<file path="src/rtl/kp_pkg.sv">
// Shared constants, FSM state type and map helpers for the keypad scanner.
package kp_pkg;

    localparam int ROWS   = 4;
    localparam int COLS   = 4;
    localparam int CODE_W = 4;
    localparam int MAP_W  = ROWS * COLS;
    localparam int ROW_W  = $clog2(ROWS);

    typedef enum logic [1:0] {
        IDLE,
        PRESSED,
        WAIT_REL
    } kp_state_e;

    // True when exactly one key is set in the matrix map.
    function automatic logic map_one_hot(input logic [MAP_W-1:0] m);
        return (m != '0) && ((m & (m - MAP_W'(1))) == '0);
    endfunction

    // Bit position of the (single) set key; the position is {row, col}.
    function automatic logic [CODE_W-1:0] map_index(input logic [MAP_W-1:0] m);
        logic [CODE_W-1:0] idx;
        idx = '0;
        for (int i = 0; i < MAP_W; i++) begin
            if (m[i]) idx = CODE_W'(i);
        end
        return idx;
    endfunction

endpackage

</file>
<file path="src/rtl/keypad_scan_if.sv">
// Keypad matrix pins plus the key event outputs seen by the consumer.
interface keypad_scan_if;
    import kp_pkg::*;

    logic [COLS-1:0]   col_in;
    logic [ROWS-1:0]   row_out;
    logic [CODE_W-1:0] key_code;
    logic              key_valid;
    logic              key_held;

    modport master (
        input  col_in,
        output row_out,
        output key_code,
        output key_valid,
        output key_held
    );

    modport slave (
        output col_in,
        input  row_out,
        input  key_code,
        input  key_valid,
        input  key_held
    );

endinterface

</file>
<file path="src/rtl/kp_debounce.sv">
// Whole-matrix debounce: a snapshot becomes the stable map after it has
// been seen unchanged for DEBOUNCE_SCANS consecutive frame comparisons.
module kp_debounce
    import kp_pkg::*;
#(
    parameter int DEBOUNCE_SCANS = 4
) (
    input  logic             clk,
    input  logic             rst_n,
    input  logic             frame_end,
    input  logic [MAP_W-1:0] snap,
    output logic             map_upd,
    output logic [MAP_W-1:0] map_new
);

    localparam logic [3:0] DEB_C = 4'(DEBOUNCE_SCANS);

    logic [MAP_W-1:0] prev_q, prev_d;
    logic [MAP_W-1:0] stable_q, stable_d;
    logic [3:0]       stab_cnt_q, stab_cnt_d;
    logic             load;

    // Compare against the previous frame, count stable frames, load the map.
    always_comb begin
        prev_d     = prev_q;
        stable_d   = stable_q;
        stab_cnt_d = stab_cnt_q;
        load       = 1'b0;
        if (frame_end) begin
            prev_d = snap;
            if (snap == prev_q) begin
                if (stab_cnt_q != DEB_C) stab_cnt_d = stab_cnt_q + 4'd1;
                if (stab_cnt_q == DEB_C - 4'd1) begin
                    load     = 1'b1;
                    stable_d = snap;
                end
            end else begin
                stab_cnt_d = '0;
            end
        end
        // A reload with identical contents is not a key event.
        map_upd = load && (snap != stable_q);
        map_new = stable_d;
    end

    // Debounce state registers.
    always_ff @(posedge clk or negedge rst_n) begin
        if (!rst_n) begin
            prev_q     <= '0;
            stable_q   <= '0;
            stab_cnt_q <= '0;
        end else begin
            prev_q     <= prev_d;
            stable_q   <= stable_d;
            stab_cnt_q <= stab_cnt_d;
        end
    end

endmodule

</file>
<file path="src/rtl/keypad_scan.sv">
// 4x4 matrix keypad scanner: row drive, column sampling, debounce and
// single-key press events.
module keypad_scan
    import kp_pkg::*;
#(
    parameter int SCAN_DIV       = 50000,
    parameter int DEBOUNCE_SCANS = 4
) (
    input  logic          clk,
    input  logic          rst_n,
    keypad_scan_if.master kp
);

    localparam int               SLOT_W    = (SCAN_DIV > 1) ? $clog2(SCAN_DIV) : 1;
    localparam logic [SLOT_W-1:0] SLOT_LAST = SLOT_W'(SCAN_DIV - 1);
    localparam logic [ROW_W-1:0]  ROW_LAST  = ROW_W'(ROWS - 1);

    logic [COLS-1:0]   col_s1_q, col_s1_d;
    logic [COLS-1:0]   col_s2_q, col_s2_d;
    logic [SLOT_W-1:0] slot_q, slot_d;
    logic [ROW_W-1:0]  row_idx_q, row_idx_d;
    logic [MAP_W-1:0]  snap_q, snap_d;
    logic              slot_last;
    logic              frame_end;

    logic              map_upd;
    logic [MAP_W-1:0]  map_new;

    kp_state_e         state_q, state_d;
    logic [CODE_W-1:0] key_code_q, key_code_d;
    logic              key_valid_q, key_valid_d;
    logic              key_held_q, key_held_d;

    // Synchronize columns, advance slot/row counters, sample the settled row.
    always_comb begin
        col_s1_d  = kp.col_in;
        col_s2_d  = col_s1_q;
        slot_last = (slot_q == SLOT_LAST);
        frame_end = slot_last && (row_idx_q == ROW_LAST);
        slot_d    = slot_last ? '0 : slot_q + SLOT_W'(1);
        row_idx_d = slot_last ? row_idx_q + ROW_W'(1) : row_idx_q;
        snap_d    = snap_q;
        if (slot_last) snap_d[row_idx_q*COLS +: COLS] = ~col_s2_q;
    end

    // Scan path registers; idle columns read high.
    always_ff @(posedge clk or negedge rst_n) begin
        if (!rst_n) begin
            col_s1_q  <= '1;
            col_s2_q  <= '1;
            slot_q    <= '0;
            row_idx_q <= '0;
            snap_q    <= '0;
        end else begin
            col_s1_q  <= col_s1_d;
            col_s2_q  <= col_s2_d;
            slot_q    <= slot_d;
            row_idx_q <= row_idx_d;
            snap_q    <= snap_d;
        end
    end

    // snap_d already holds the last row's sample on the frame-end cycle.
    kp_debounce #(
        .DEBOUNCE_SCANS(DEBOUNCE_SCANS)
    ) u_debounce (
        .clk       (clk),
        .rst_n     (rst_n),
        .frame_end (frame_end),
        .snap      (snap_d),
        .map_upd   (map_upd),
        .map_new   (map_new)
    );

    // Press/release FSM reacting to each change of the stable map.
    always_comb begin
        state_d     = state_q;
        key_code_d  = key_code_q;
        key_valid_d = 1'b0;
        key_held_d  = key_held_q;
        if (map_upd) begin
            case (state_q)
                IDLE: begin
                    if (map_one_hot(map_new)) begin
                        state_d     = PRESSED;
                        key_code_d  = map_index(map_new);
                        key_valid_d = 1'b1;
                        key_held_d  = 1'b1;
                    end else if (map_new != '0) begin
                        state_d = WAIT_REL;
                    end
                end
                PRESSED: begin
                    key_held_d = 1'b0;
                    state_d    = (map_new == '0) ? IDLE : WAIT_REL;
                end
                WAIT_REL: begin
                    if (map_new == '0) state_d = IDLE;
                end
                default: state_d = IDLE;
            endcase
        end
    end

    // FSM state and registered outputs.
    always_ff @(posedge clk or negedge rst_n) begin
        if (!rst_n) begin
            state_q     <= IDLE;
            key_code_q  <= '0;
            key_valid_q <= 1'b0;
            key_held_q  <= 1'b0;
        end else begin
            state_q     <= state_d;
            key_code_q  <= key_code_d;
            key_valid_q <= key_valid_d;
            key_held_q  <= key_held_d;
        end
    end

    assign kp.row_out   = ~(ROWS'(1) << row_idx_q);
    assign kp.key_code  = key_code_q;
    assign kp.key_valid = key_valid_q;
    assign kp.key_held  = key_held_q;

endmodule

</file>
<file path="src/flat_wrapper.sv">
// flat-port wrapper written by rule: the top's interface ports become plain ports
module keypad_scan_flat import kp_pkg::*;
#(
    parameter int SCAN_DIV       = 50000,
    parameter int DEBOUNCE_SCANS = 4
)
  (clk, rst_n, kp_col_in, kp_row_out, kp_key_code, kp_key_valid, kp_key_held);
  keypad_scan_if kp_i ();
  input  logic clk;
  input  logic rst_n;
  input wire logic [$bits(kp_i.col_in)-1:0] kp_col_in;
  output wire logic [$bits(kp_i.row_out)-1:0] kp_row_out;
  output wire logic [$bits(kp_i.key_code)-1:0] kp_key_code;
  output wire logic [$bits(kp_i.key_valid)-1:0] kp_key_valid;
  output wire logic [$bits(kp_i.key_held)-1:0] kp_key_held;
  assign kp_i.col_in = kp_col_in;
  assign kp_row_out = kp_i.row_out;
  assign kp_key_code = kp_i.key_code;
  assign kp_key_valid = kp_i.key_valid;
  assign kp_key_held = kp_i.key_held;
  keypad_scan #(.SCAN_DIV(SCAN_DIV), .DEBOUNCE_SCANS(DEBOUNCE_SCANS)) u_core (.clk(clk), .rst_n(rst_n), .kp(kp_i));
endmodule
</file>
<file path="config.mk">
export PLATFORM = sky130hd
export DESIGN_NAME = keypad_scan_flat
export DESIGN_NICKNAME = d
export VERILOG_FILES = /design/src/rtl/kp_pkg.sv /design/src/rtl/keypad_scan_if.sv /design/src/rtl/kp_debounce.sv /design/src/rtl/keypad_scan.sv /design/src/flat_wrapper.sv
export SDC_FILE = /design/constraint.sdc
export NUM_CORES = 1
export LEC_CHECK = 0
export BUFFER_PORTS_ARGS = -buffer_cell sky130_fd_sc_hd__buf_2
export CORE_UTILIZATION = 56
export CTS_CLUSTER_DIAMETER = 40
export DETAILED_ROUTE_END_ITERATION = 8
export PLACE_DENSITY = 0.88
export SETUP_SLACK_MARGIN = 0.05
export SLEW_MARGIN = 20
export SYNTH_ARGS = -nofsm -noshare
export SYNTH_HDL_FRONTEND = slang
export SYNTH_SLANG_ARGS = --single-unit
</file>
<file path="constraint.sdc">
create_clock -name clk -period 5.4 [get_ports clk]
set_input_delay 0.81 -clock clk [delete_from_list [all_inputs] [get_ports clk]]
set_output_delay 0.81 -clock clk [all_outputs]
set_load 0.02 [all_outputs]
</file>
# Yosys cells after proc, flatten, opt, wreduce, memory -nomap -nowiden

Cells that the tools add are included.

Flip-flop bits (word level): 86
Bits in latches: 0
Memory bits (writable): 0
Memory bits (read-only): 0
Input port bits: 6
Output and inout port bits: 10
Logic and storage cells: 83
Memories: 0

Add/subtract/negate cells: 5
Multipliers: 0
Divide/modulo/power cells: 0
Magnitude comparators: 0
Equal/unequal tests: 12
Shift-type cells: 3
Muxes and demuxes: 36
Bitwise operators: 3
Reduce and logical (&&, ||, !) cells: 12

Operators with widths:

| cell                      | count |
|---|---|
| $mux W16                  | 5 |
| $mux W4                   | 10 |
| $neg A4 Y34               | 1 |
| $shift A4 B34 Y16 const A | 1 |
| $shiftx A4 B34 Y16        | 1 |
| $logic_not A16 Y1         | 2 |
| $add A16 B1 Y16 const B   | 1 |
| $and A16 B16 Y16          | 1 |
| $bwmux W16                | 1 |
| $eq A16 B16 Y1            | 1 |
| $eq A16 B16 Y1 const B    | 1 |
| $ne A16 B16 Y1            | 1 |
| $reduce_bool A16 Y1       | 1 |
| $sub A16 B1 Y16 const B   | 1 |
| $mux W2                   | 6 |
| $mux W3                   | 4 |
| $reduce_and A3 Y1         | 3 |
| $mux W1                   | 8 |
| $not A4 Y4                | 2 |
| $ne A2 B1 Y1 const B      | 3 |
| $pmux W2 S3               | 1 |
| $add A4 B1 Y4 const B     | 1 |
| $eq A2 B2 Y1 const B      | 2 |
| $eq A4 B2 Y1 const B      | 1 |
| other kinds (10)          | 12 |

# Logic depth before layout (Yosys ltp)

Gate-level depths: netlist (run 1).

Word-level depth: 22
Mapped depth: 17
Depth with buffers taken out: 15

# Cells and area by module

Synthesis (run 1) repeated with hierarchy kept, for this count alone.

Cells, all modules: 374
Area total of the unflattened synthesis: 4211.5 um^2

By module, submodules not included:

| module      | instances | cells each | area an instance (um^2) | sequential area each (um^2) |
|---|---|---|---|---|
| keypad_scan | 1         | 233        | 2378.5                  | 1261.2 |
| kp_debounce | 1         | 141        | 1833.0                  | 900.9 |

# Least setup slack after synthesis (run 1)

No wires, ideal clock.

Path type: register to register
Start point: register u_core.slot_q[5]
End point: register u_core.key_code_q[1] (netlist: u_core.kp.key_code[1])
Library setup time: 0.125 ns
Arrival time: 5.123 ns
Data required time: 5.275 ns
Slack: 0.152 ns
Cell stages (with the launch flop): 14
Buffers on the path: 1
Clock period less this slack: 5.248 ns
Cell sequence: dfrtp_1 or4b_1 buf_2 nor4_2 mux2i_1 o2111ai_1 or4_4 nor4_4 mux2i_1 inv_1 nor4b_2 a211oi_2 nor4_4 mux2_2

Elaborated cells on any way between the ends: 31
Classes of those cells: add/sub: 1; eq/ne: 3; mux: 20; bitwise: 1; reduce/logical: 6

RTL lines:

| item                                       | RTL line                             | source |
|---|---|---|
| from (decl)                                | keypad_scan.sv:20                    | `logic [SLOT_W-1:0] slot_q, slot_d;` |
| from (signal assigned)                     | keypad_scan.sv:57                    | `slot_q <= slot_d;` |
| $eq A16 B16 Y1 (*)                         | keypad_scan.sv:38                    | `slot_last = (slot_q == SLOT_LAST);` |
| $mux W16                                   | keypad_scan.sv:43                    | `if (slot_last) snap_d[row_idx_q*COLS +: COLS] = ~col_s2_q;` |
| $eq A16 B16 Y1 or $mux W16 (tied branches) | kp_debounce.sv:31, kp_debounce.sv:33 |  |
| $mux W16                                   | kp_debounce.sv:31                    | `if (snap == prev_q) begin` |
| $mux W16 (*)                               | kp_debounce.sv:29                    | `if (frame_end) begin` |
| via u_core.map_new[13]                     | keypad_scan.sv:27                    | `logic [MAP_W-1:0] map_new;` |
| $sub A16 B1 Y16                            | kp_pkg.sv:18                         | `return (m != '0) && ((m & (m - MAP_W'(1))) == '0);` |
| $and A16 B16 Y16                           | kp_pkg.sv:18                         |  |
| $logic_not A16 Y1                          | kp_pkg.sv:18                         |  |
| $logic_and A1 B1 Y1                        | kp_pkg.sv:18                         |  |
| $reduce_and A3 Y1 (no line)                | n/a                                  |  |
| to (signal assigned)                       | keypad_scan.sv:114                   | `key_code_q <= key_code_d;` |
| to (decl)                                  | keypad_scan.sv:30                    | `logic [CODE_W-1:0] key_code_q, key_code_d;` |

The timed path passes the listed nets; every way through them passes the cells marked *.
A chain may end at the register's enable or synchronous reset.

# Worst setup path after layout (run 1)

Start point: register u_core.row_idx_q[0]
End point: register u_core.key_code_q[2] (netlist: u_core.kp.key_code[2])

Elaborated cells on any way between the ends: 33
Classes of those cells: add/sub: 2; eq/ne: 3; shift: 2; mux: 19; bitwise: 1; reduce/logical: 6

RTL lines:

| item                                                    | RTL line          | source |
|---|---|---|
| from (decl)                                             | keypad_scan.sv:21 | `logic [ROW_W-1:0] row_idx_q, row_idx_d;` |
| from (signal assigned)                                  | keypad_scan.sv:58 | `row_idx_q <= row_idx_d;` |
| $neg A4 Y34 (*)                                         | keypad_scan.sv:43 |  |
| $shiftx A4 B34 Y16 or $shift A4 B34 Y16 (tied branches) | keypad_scan.sv:43 |  |
| $bwmux W16 (*)                                          | keypad_scan.sv:43 |  |
| $mux W16 (*)                                            | keypad_scan.sv:43 |  |
| via u_core.snap_d[13]                                   | keypad_scan.sv:22 | `logic [MAP_W-1:0] snap_q, snap_d;` |
| $eq A16 B16 Y1 (*)                                      | kp_debounce.sv:31 |  |
| $mux W16 (*)                                            | kp_debounce.sv:31 |  |
| $mux W16 (*)                                            | kp_debounce.sv:29 |  |
| via u_core.map_new[14]                                  | keypad_scan.sv:27 |  |
| $sub A16 B1 Y16                                         | kp_pkg.sv:18      |  |
| $and A16 B16 Y16                                        | kp_pkg.sv:18      |  |
| $logic_not A16 Y1                                       | kp_pkg.sv:18      |  |
| $logic_and A1 B1 Y1                                     | kp_pkg.sv:18      |  |
| $reduce_and A3 Y1 (no line)                             | n/a               |  |

Marked as above.

==> flow_summary.ini, run 1 <==
[logic_synthesis]
ys_seq_elements = 86
syn_avg_cell_area_um2 = 9.27
ys_warn_count = 0
synth_cells = 541
synth_area_um2 = 5020
ys_seq_area_frac = 0.431
synth_flop_cell = dfrtp_1
syn-num-nets = 555
async_flop_share = 1.00
synth_edf_count = 0
ys_types = 67

[clock_network]
insertion_delay_ps = 370
cts_hold_buf = 0
cts-buffers-inserted = 9
tritoncts = done
cts_sinks = 86
cts-root-buf = clkbuf_8
clk_path_buf_depth = 2
clk_pin_slew_ps = 90
cts_max_level = 3

[critical_path]
critPathMaxFanout = 11
path_class = flip-flop to flip-flop
rrSetupSlack_ps = 210
path_delay_family = simple AND/OR/NAND/NOR gates
path_common_cell = mux2_2
path_cells = inv_1 > ha_2 > or4b_2 > nor2_1 > mux2_2 > xor2_1 > or4b_2 > nor4_4 > buf_4 > mux2_2 > nor4b_2 > a211oi_2 > nor4_4 > mux2_2
cp.arrival_ps = 5440
slowest_stage = or4b_2
start_kind = flip-flop
slowest_delay_ps = 740
cp-end-kind = flip-flop
cp_num_buf_inv = 2
worstPathRequired_ps = 5650

[global_routing]
antenna_found_initial = 0
grt_max_degree = 87
grt_use_total = 0.271
grt_pass1_vias = 4203
grt_pass1_wl_um = 20400
grt_overflow = 0

[die]
rows = 34
io_pins = 16
die_h_um = 96.6
die_w_um = 96.6
initial_core_util = 0.578
core_area_um2 = 8680
die_area_um2 = 9340

[hold_path]
min_path_type = flip-flop to flip-flop

[route]
num_vias = 4216
wl_per_cell_um = 17.7
wl_um = 12000
first_iter_violations = 352
drtPass1Iterations = 5
route.detailed.drc = 0
viasPerCell = 6.24
ant_nets = 0

[timing]
setup_ws_ps = 215
finalSetupViolations = 0
period_share = 0.960
fmax_mhz = 193
rsz0062_at_grt = no
slew_headroom = 0.400
worst_pin_slew_ps = 900
hold_viol_final = 0
clock_skew_ps = 16.6
tns_ps = 0
layout_min_cycle_time_ps = 5190
slew_violations = 0

[layout]
syn_to_final_growth_pct = 10.5
fin_util = 0.639
fin_nets = 577
num_antenna_cells = 0
layout-drive-gt1-share = 0.162

[place]
place.gp.congestion = 0.894
place_ws_ps = 44.2
dpl.hpwl_um = 8750
port-buffer-count = 15

[power_and_ir_drop]
leakage_nw = 2.54
ir_drop_mv = 0.125
powerDensity_nw_per_um2 = 214

[job]
cap_viol_max_count = 0

[outcome]
outcome = completed
[power by group]
part           switching (mW)  internal, mW
clock network           0.238         0.274
registers             0.00561         0.649
logic                  0.0139       0.00304
[cell usage after synthesis (3+ instances only)]
master	instances	area (µm²)
a31oi_1	3	18.8
ha_1	8	100
nor3_1	13	65.1
xor2_1	10	87.6
nor2_1	52	195
nand4_1	9	56.3
dfstp_2	8	210
a21oi_1	33	165
and3_1	5	31.3
nor4_2	3	37.5
o41ai_1	3	26.3
xnor2_1	28	245
or3_1	7	43.8
nor3b_1	4	30.0
inv_1	36	135
buf_2	4	20.0
mux2i_1	25	250
nor2b_1	3	18.8
nor4_1	13	81.3
nand3_1	13	65.1
o21a_1	7	52.6
nand2_1	35	131
or2_2	4	25.0
a21boi_0	3	22.5
mux2_2	6	67.6
or4b_2	3	30.0
dfrtp_1	78	1950
o21bai_1	4	30.0
a2111oi_0	4	35.0
nand2b_1	15	93.8
o22ai_1	5	31.3
clkbuf_1	20	75.1
o21ai_0	33	165
[stage by stage]
step / power [mW] / cell area, µm² / std cells / hold WS [ps]
floorplan: 0.668 / 5020 / 541 / 345
global placement: 0.684 / 5260 / 656 / 346
detailed placement: 0.685 / 5260 / 656 / 347
CTS: 1.19 / 5490 / 672 / 360
global route: 1.22 / 5540 / 676 / 366
finish: 1.18 / 5540 / 676 / 359
[timing repair]
action | in CTS | in global routing
endpoints found under the setup margin | 3 | 5
gates resized for setup | 2 | 5
endpoints found under the hold margin | 0 | 0
buffers inserted | 0 | 4
pin swaps | 0 | 2
[cell usage in the layout, fill, tap and decap left out, types with 5 or more instances in the layout]
master    netlist  layout
xnor2_1        28      28
o21a_1          7       7
mux2i_1        25      24
nor4_1         13      11
buf_2           4      14
clkbuf_8        0      10
nand2b_1       15      15
dfstp_2         8       8
o22ai_1         5       5
ha_1            8       7
nor3_1         13      13
and3_1          5       5
xor2_1         10      10
a21oi_1        33      33
nor4_2          3       5
o21ai_0        33      33
dfrtp_1        78      77
inv_1          36      36
mux2_2          6       6
or3_1           7       7
nand4_1         9       9
buf_4           0      20
nor2_1         52      52
nand2_1        35      35
nand3_1        13      13
[sequential cells by signal (all words and copies together), names as in the netlist]
signal and count:
u_core.slot_q 16, u_core.snap_q 16, u_core.u_debounce.prev_q 16, u_core.u_debounce.stable_q 16, u_core.col_s1_q 4, u_core.col_s2_q 4, u_core.kp.key_code 4, u_core.u_debounce.stab_cnt_q 4
u_core.row_idx_q 2, u_core.state_q 2, u_core.kp.key_held 1, u_core.kp.key_valid 1
[kinds of logic (layout without fill, tap and decap cells)]
family | after synthesis | count (layout) | share of synthesized area
and+or+nand+nor | 198 | 198 | 0.220
AOI/OAI and AO/OA | 116 | 116 | 0.145
DFF | 86 | 86 | 0.431
buffers and inverters | 61 | 88 | 0.0469
xor gates and xnor gates | 38 | 38 | 0.0664
muxes | 32 | 32 | 0.0663
adders and majority gates | 10 | 10 | 0.0239
[layer usage]
layer  routed length, µm  global-route usage  vias up
met2                5830               0.430      173
met1                5070               0.353     2042
met4                 440               0.163        0
met5                   0                   0        -
met3                 641              0.0383       35
li1                    -                   -     1966
[cell type report]
cell class / count / area, µm²
Clock inverter: 5 / 83.8
Multi-Input combinational cell: 394 / 2650
Inverter: 37 / 140
Sequential cell: 86 / 2160
Tap cell: 108 / 135
Fill cell: 652 / 3130
Timing Repair Buffer: 35 / 231
Clock buffer: 11 / 141
[worst paths after layout]
path                                startpoint                    end  cells past startpoint
setup / recovery           u_core.row_idx_q[0]  u_core.kp.key_code[2]                     14
hold / removal              u_core.col_s1_q[2]     u_core.col_s2_q[2]                      0
setup reg to reg           u_core.row_idx_q[0]  u_core.kp.key_code[2]                     14
hold reg to reg             u_core.col_s1_q[2]     u_core.col_s2_q[2]                      0
max in group asynchronous                rst_n    u_core.row_idx_q[0]                      1
min in group asynchronous                rst_n       u_core.slot_q[0]                      1
No activity file was read; power rests on OpenSTA's default activity.
==> run 2, diff against run 1 <==
CORE_UTILIZATION = 63   (was 56)
PLACE_DENSITY = 0.93   (was 0.88)
clock period = 5.3 ns   (was 5.4 ns; I/O delays follow)
==> run 2 against run 1 <==
Final area decreased by 0.88%. Critical path depth decreased by 3. Global-route usage increased by 3.7 points. Largest cell class unchanged. Hold slack got worse by 1.6 ps. Cell count decreased by 0.74%. Largest power group unchanged.
==> flow_summary.ini, run 2 (synthesis gave the netlist of run 1 again) <==
[timing]
slew_headroom = 0.332
finalSetupViolations = 0
layout_min_cycle_time_ps = 5030
hold_viol_final = 0
worst_pin_slew_ps = 993
setup_ws_ps = 271
fmax_mhz = 199
slew_violations = 0
rsz0062_at_grt = no
clock_skew_ps = 11.2
period_share = 0.949
tns_ps = 0

[place]
place_ws_ps = 160
place_inst = 652
port-buffer-count = 15
placed_cell_area_um2 = 5270
place.gp.congestion = 0.958
dpl.hpwl_um = 8230

[layout]
syn_to_final_growth_pct = 9.55
final_area_um2 = 5500
layout-drive-gt1-share = 0.153
fin_nets = 578
layout_common_cells = dfrtp_1 (78), nor2_1 (52), inv_1 (36), nand2_1 (35)
final_cells = 671
num_antenna_cells = 0
fin_util = 0.711
n_fill_cell = 541
final_common_cell = dfrtp_1

[critical_path]
slowest_stage = or4b_2
rrSetupSlack_ps = 270
critPathMaxFanout = 12
cp_num_buf_inv = 0
path_class = flip-flop to flip-flop
cp.arrival_ps = 5280
path_cells = or4b_4 > o41ai_1 > o211ai_1 > a211oi_1 > or4b_2 > nor4_4 > mux2_2 > nor4_1 > a211oi_2 > nor4_4 > mux2_2
reg2reg_depth = 11
worstReg2RegEnd = u_core.kp.key_code[1]
path_delay_family = simple AND/OR/NAND/NOR gates
worstPathRequired_ps = 5550
start_kind = flip-flop
cp-end-kind = flip-flop
r2r-start = u_core.slot_q[5]
slowest_delay_ps = 680

[power_and_ir_drop]
powerDensity_nw_per_um2 = 207
p_comb_frac = 0.015
power.switching_mw = 0.255
leakage_nw = 2.53
pwr-share-seq = 0.586
p_int_mw = 0.883
switching_share = 0.224
ir_drop_mv = 0.105
clkPwrFrac = 0.399

[global_routing]
grt_overflow = 0
grt_use_total = 0.308
grt_max_degree = 87
antenna_found_initial = 0
grt_pass1_vias = 4171
grt_pass1_wl_um = 20200

[route]
wl_um = 12000
wl_per_cell_um = 17.8
route.detailed.drc = 0
num_vias = 4254
drtPass1Iterations = 8
viasPerCell = 6.34
ant_nets = 0
first_iter_violations = 445

[die]
die_area_um2 = 8320
die_h_um = 91.2
io_pins = 16
core_area_um2 = 7730
initial_core_util = 0.649
rows = 32
die_w_um = 91.2

[clock_network]
tritoncts = done
insertion_delay_ps = 360
cts_hold_buf = 0
cts-root-buf = clkbuf_8
clk_pin_slew_ps = 90
cts_max_level = 3
clk_path_buf_depth = 2
cts_sinks = 86
cts-buffers-inserted = 9

[hold_path]
min_path_type = flip-flop to flip-flop
min_from = u_core.col_s1_q[3]
min_path_cells = 0
min_to = u_core.col_s2_q[3]

[job]
cap_viol_max_count = 0

[outcome]
outcome = completed
## run 2: layout make-up
| cell class | instances | area [µm²] | share of cell area |
|---|---|---|---|
| multi-input combinational | 394 | 2640 | 0.481 |
| inverter | 37 | 140 | 0.0255 |
| clock inverter | 3 | 45.0 | 0.00820 |
| clock buffer | 13 | 139 | 0.0253 |
| timing repair buffer | 36 | 239 | 0.0435 |
| sequential | 86 | 2160 | 0.393 |
| tap | 102 | 128 | 0.0232 |
## run 2: worst max path at each step
| stage | from | endpoint | slack, ps | cells past startpoint |
|---|---|---|---|---|
| after floorplan | u_core.slot_q[5] | u_core.kp.key_code[1] | 50 | 13 |
| after global placement | u_core.slot_q[5] | u_core.kp.key_code[3] | 280 | 11 |
| after detailed placement | u_core.slot_q[5] | u_core.kp.key_code[1] | 160 | 13 |
| after CTS | u_core.slot_q[5] | u_core.kp.key_code[1] | 140 | 13 |
| after global routing | u_core.slot_q[5] | u_core.kp.key_code[1] | 50 | 12 |
| final | u_core.slot_q[5] | u_core.kp.key_code[1] | 270 | 11 |
## run 2: repair_timing
item                       4_1_cts  5_1_grt
setup buffers                    0        3
gates resized for setup          0        4
setup endpoints to repair        0        4
## run 2: power by group through the flow
stage | clock (mW) | combinational [mW] | sequential, mW
after floorplan | 0 | 0.00579 | 0.675
after global placement | 0 | 0.0170 | 0.679
after detailed placement | 0 | 0.0177 | 0.679
after CTS | 0.456 | 0.0178 | 0.667
after global routing | 0.487 | 0.0206 | 0.668
final | 0.454 | 0.0172 | 0.667
## run 2: per-stage QoR
step / hold slack (ps) / total power [mW]
final: 357 / 1.14
after global routing: 365 / 1.18
after CTS: 359 / 1.14
after detailed placement: 348 / 0.697
after global placement: 347 / 0.696
after floorplan: 345 / 0.680
## run 2: routing by layer
metal	wire length [µm]	share of wire	global-route usage	up-vias
met5	0	0	0	-
met4	348	0.029	0.135	0
met3	819	0.068	0.0603	29
met2	5610	0.47	0.483	214
met1	5180	0.43	0.417	2049
li1	-	-	-	1962
## run 2: worst reg2reg max path: stages (launching register included)
cell	delay [ps]
dfrtp_1	460
or4b_4	660
o41ai_1	510
o211ai_1	170
a211oi_1	380
or4b_2	680
nor4_4	380
mux2_2	450
nor4_1	310
a211oi_2	120
nor4_4	430
mux2_2	380
==> run 3, diff against run 2 <==
ABC_AREA = 1   (was unset)
PLACE_DENSITY = 0.92   (was 0.93)
==> run 3 against run 2 <==
The run now ends with design-rule violations left. Power increased by 1.4%. Non-clock buffer count down 20. Combinational power grew 2%. Clock-buffer cell count shrank 2.
==> flow_summary.ini, run 3 <==
[layout]
fin_util = 0.686
layout-drive-gt1-share = 0.137
fin_nets = 836
num_antenna_cells = 0
layout_common_cells = nand2_1 (264), inv_1 (123), nand3_1 (87), dfrtp_1 (78), nor2_1 (70)
final_common_cell = nand2_1
syn_to_final_growth_pct = 5.87

[clock_network]
post_cts.repair.setup_buffers = 0
cts_hold_buf = 0
cts_max_level = 3
clk_path_buf_depth = 2
cts-buffers-inserted = 9
insertion_delay_ps = 360
clk_pin_slew_ps = 90
cts-root-buf = clkbuf_8
cts_resized = 0
tritoncts = done
cts_sinks = 86

[critical_path]
cp_num_buf_inv = 3
r2r-start = u_core.row_idx_q[0]
path_class = flip-flop to flip-flop
cp.arrival_ps = 4700
critPathMaxFanout = 24
slowest_stage = dfrtp_1
start_kind = flip-flop
slowest_delay_ps = 550
cp-end-kind = flip-flop
startpoint = u_core.row_idx_q[0]
path_delay_family = simple AND/OR/NAND/NOR gates
path_common_cell = nand2_1
worstPathRequired_ps = 5550

[timing]
slew_violations = 0
slew_headroom = 0.421
worst_pin_slew_ps = 868
rsz0062_at_grt = no
finalSetupViolations = 0
clock_skew_ps = 9.02
hold_viol_final = 0
period_share = 0.839
tns_ps = 0
layout_min_cycle_time_ps = 4450
fmax_mhz = 225

[place]
place.gp.congestion = 0.949
dpl.hpwl_um = 8970
port-buffer-count = 15

[logic_synthesis]
ys_warn_count = 0
syn-num-nets = 819
synth_area_um2 = 5650
yosys.area.top_type_share = 0.346
synth_cells = 805
yosysMostFrequentCell = nand2_1
async_flop_share = 1.00
yosys-top-cells-count = nand2_1 (264), inv_1 (123), nand3_1 (87), dfrtp_1 (78), nor2_1 (70)
synth_area_leaders = dfrtp_1 (35%), nand2_1 (18%), inv_1 (8.2%)
ys_seq_area_frac = 0.383
synth_flop_cell = dfrtp_1
synth_edf_count = 0
ys_seq_elements = 86
synth_top_area_cell = dfrtp_1
ys_types = 40
syn_avg_cell_area_um2 = 7.02

[global_routing]
grt_use_total = 0.278
grt_pass1_vias = 4764
antenna_found_initial = 0
grt_pass1_wl_um = 21300
grt_overflow = 0
grt_max_degree = 60

[power_and_ir_drop]
power.total_mw = 1.15
ir_drop_mv = 0.170
powerDensity_nw_per_um2 = 193
leakage_nw = 3.46

[route]
wl_per_cell_um = 13.0
viasPerCell = 5.32
wl_um = 12100
ant_nets = 0
route.detailed.drc = 1
first_iter_violations = 325
num_vias = 4971
drtPass1Iterations = 7

[hold_path]
min_path_type = primary input to async pin

[die]
rows = 34
io_pins = 16
core_area_um2 = 8720
die_w_um = 96.7
die_area_um2 = 9350
initial_core_util = 0.648
die_h_um = 96.7

[outcome]
violations = design-rule violations
outcome = complete, but fails checks

[job]
cap_viol_max_count = 0
==> run 3: worst paths after layout <==
path | end | slack, ps | cells after the start
worst max-delay path | u_core.kp.key_code[2] | 850 | 25
worst min-delay path | u_core.slot_q[8] | 330 | 1
worst max register to register | u_core.kp.key_code[2] | 850 | 25
worst min register to register | u_core.col_s2_q[1] | 360 | 0
max in group asynchronous | u_core.u_debounce.stable_q[8] | 3900 | 2
min in group clk | u_core.col_s2_q[1] | 360 | 0
==> run 3: cell type report <==
class                      count  area, µm²
multi-input combinational    579       2910
clock buffer                  11        141
timing repair buffer          16       85.1
tap                          108        135
sequential                    86       2160
fill                         697       2740
clock inverter                 5       58.8
inverter                     130        488
==> run 3: metrics by stage <==
stage               area (µm²)  hold WS, ps  std cells  worst slack, ps
detailed placement        5780          347        919              906
floorplan                 5650          345        805             1740
CTS                       5980          337        935              917
global placement          5780          347        919             1130
global route              5980          361        935              368
finish                    5980          332        935              851
==> run 3: routing by layer <==
layer / global-route usage / vias up / share of wire
met5: 0 / - / 0
li1: - / 2500 / -
met1: 0.378 / 2285 / 0.45
met3: 0.0397 / 27 / 0.056
met4: 0.113 / 0 / 0.026
met2: 0.448 / 159 / 0.47
==> run 3: kinds of logic after synthesis <==
family | after synthesis | synth area share
xor+xnor | 21 | 0.0326
flops | 86 | 0.383
buf+inv | 140 | 0.102
simple gates | 501 | 0.414
compound gates | 49 | 0.0507
fa+ha+maj | 8 | 0.0177
==> run 3: worst reg2reg max path: stages (launching register included) <==
cell,delay (ps)
dfrtp_1,550
inv_2,180
ha_1,340
inv_1,90
nor2_1,360
nand3_1,130
nand2_1,80
nand2_1,50
nand2_1,110
nand2_2,130
nand2_1,80
nand2_1,70
nor2_1,120
nand2_1,80
nor2_2,120
nand3_4,270
o21ai_1,400
nand2_1,150
nor2_1,140
nand3_1,110
o21ai_2,160
nand2_1,100
nor2_4,140
nand4_4,140
o21ai_1,170
inv_1,60
==> run 3: report_power, final <==
group / switching (mW) / leakage [nW] / total (mW) / internal (mW)
clock: 0.242 / 0.0972 / 0.474 / 0.231
combinational: 0.0145 / 2.21 / 0.0176 / 0.00313
sequential: 0.00122 / 1.16 / 0.662 / 0.661
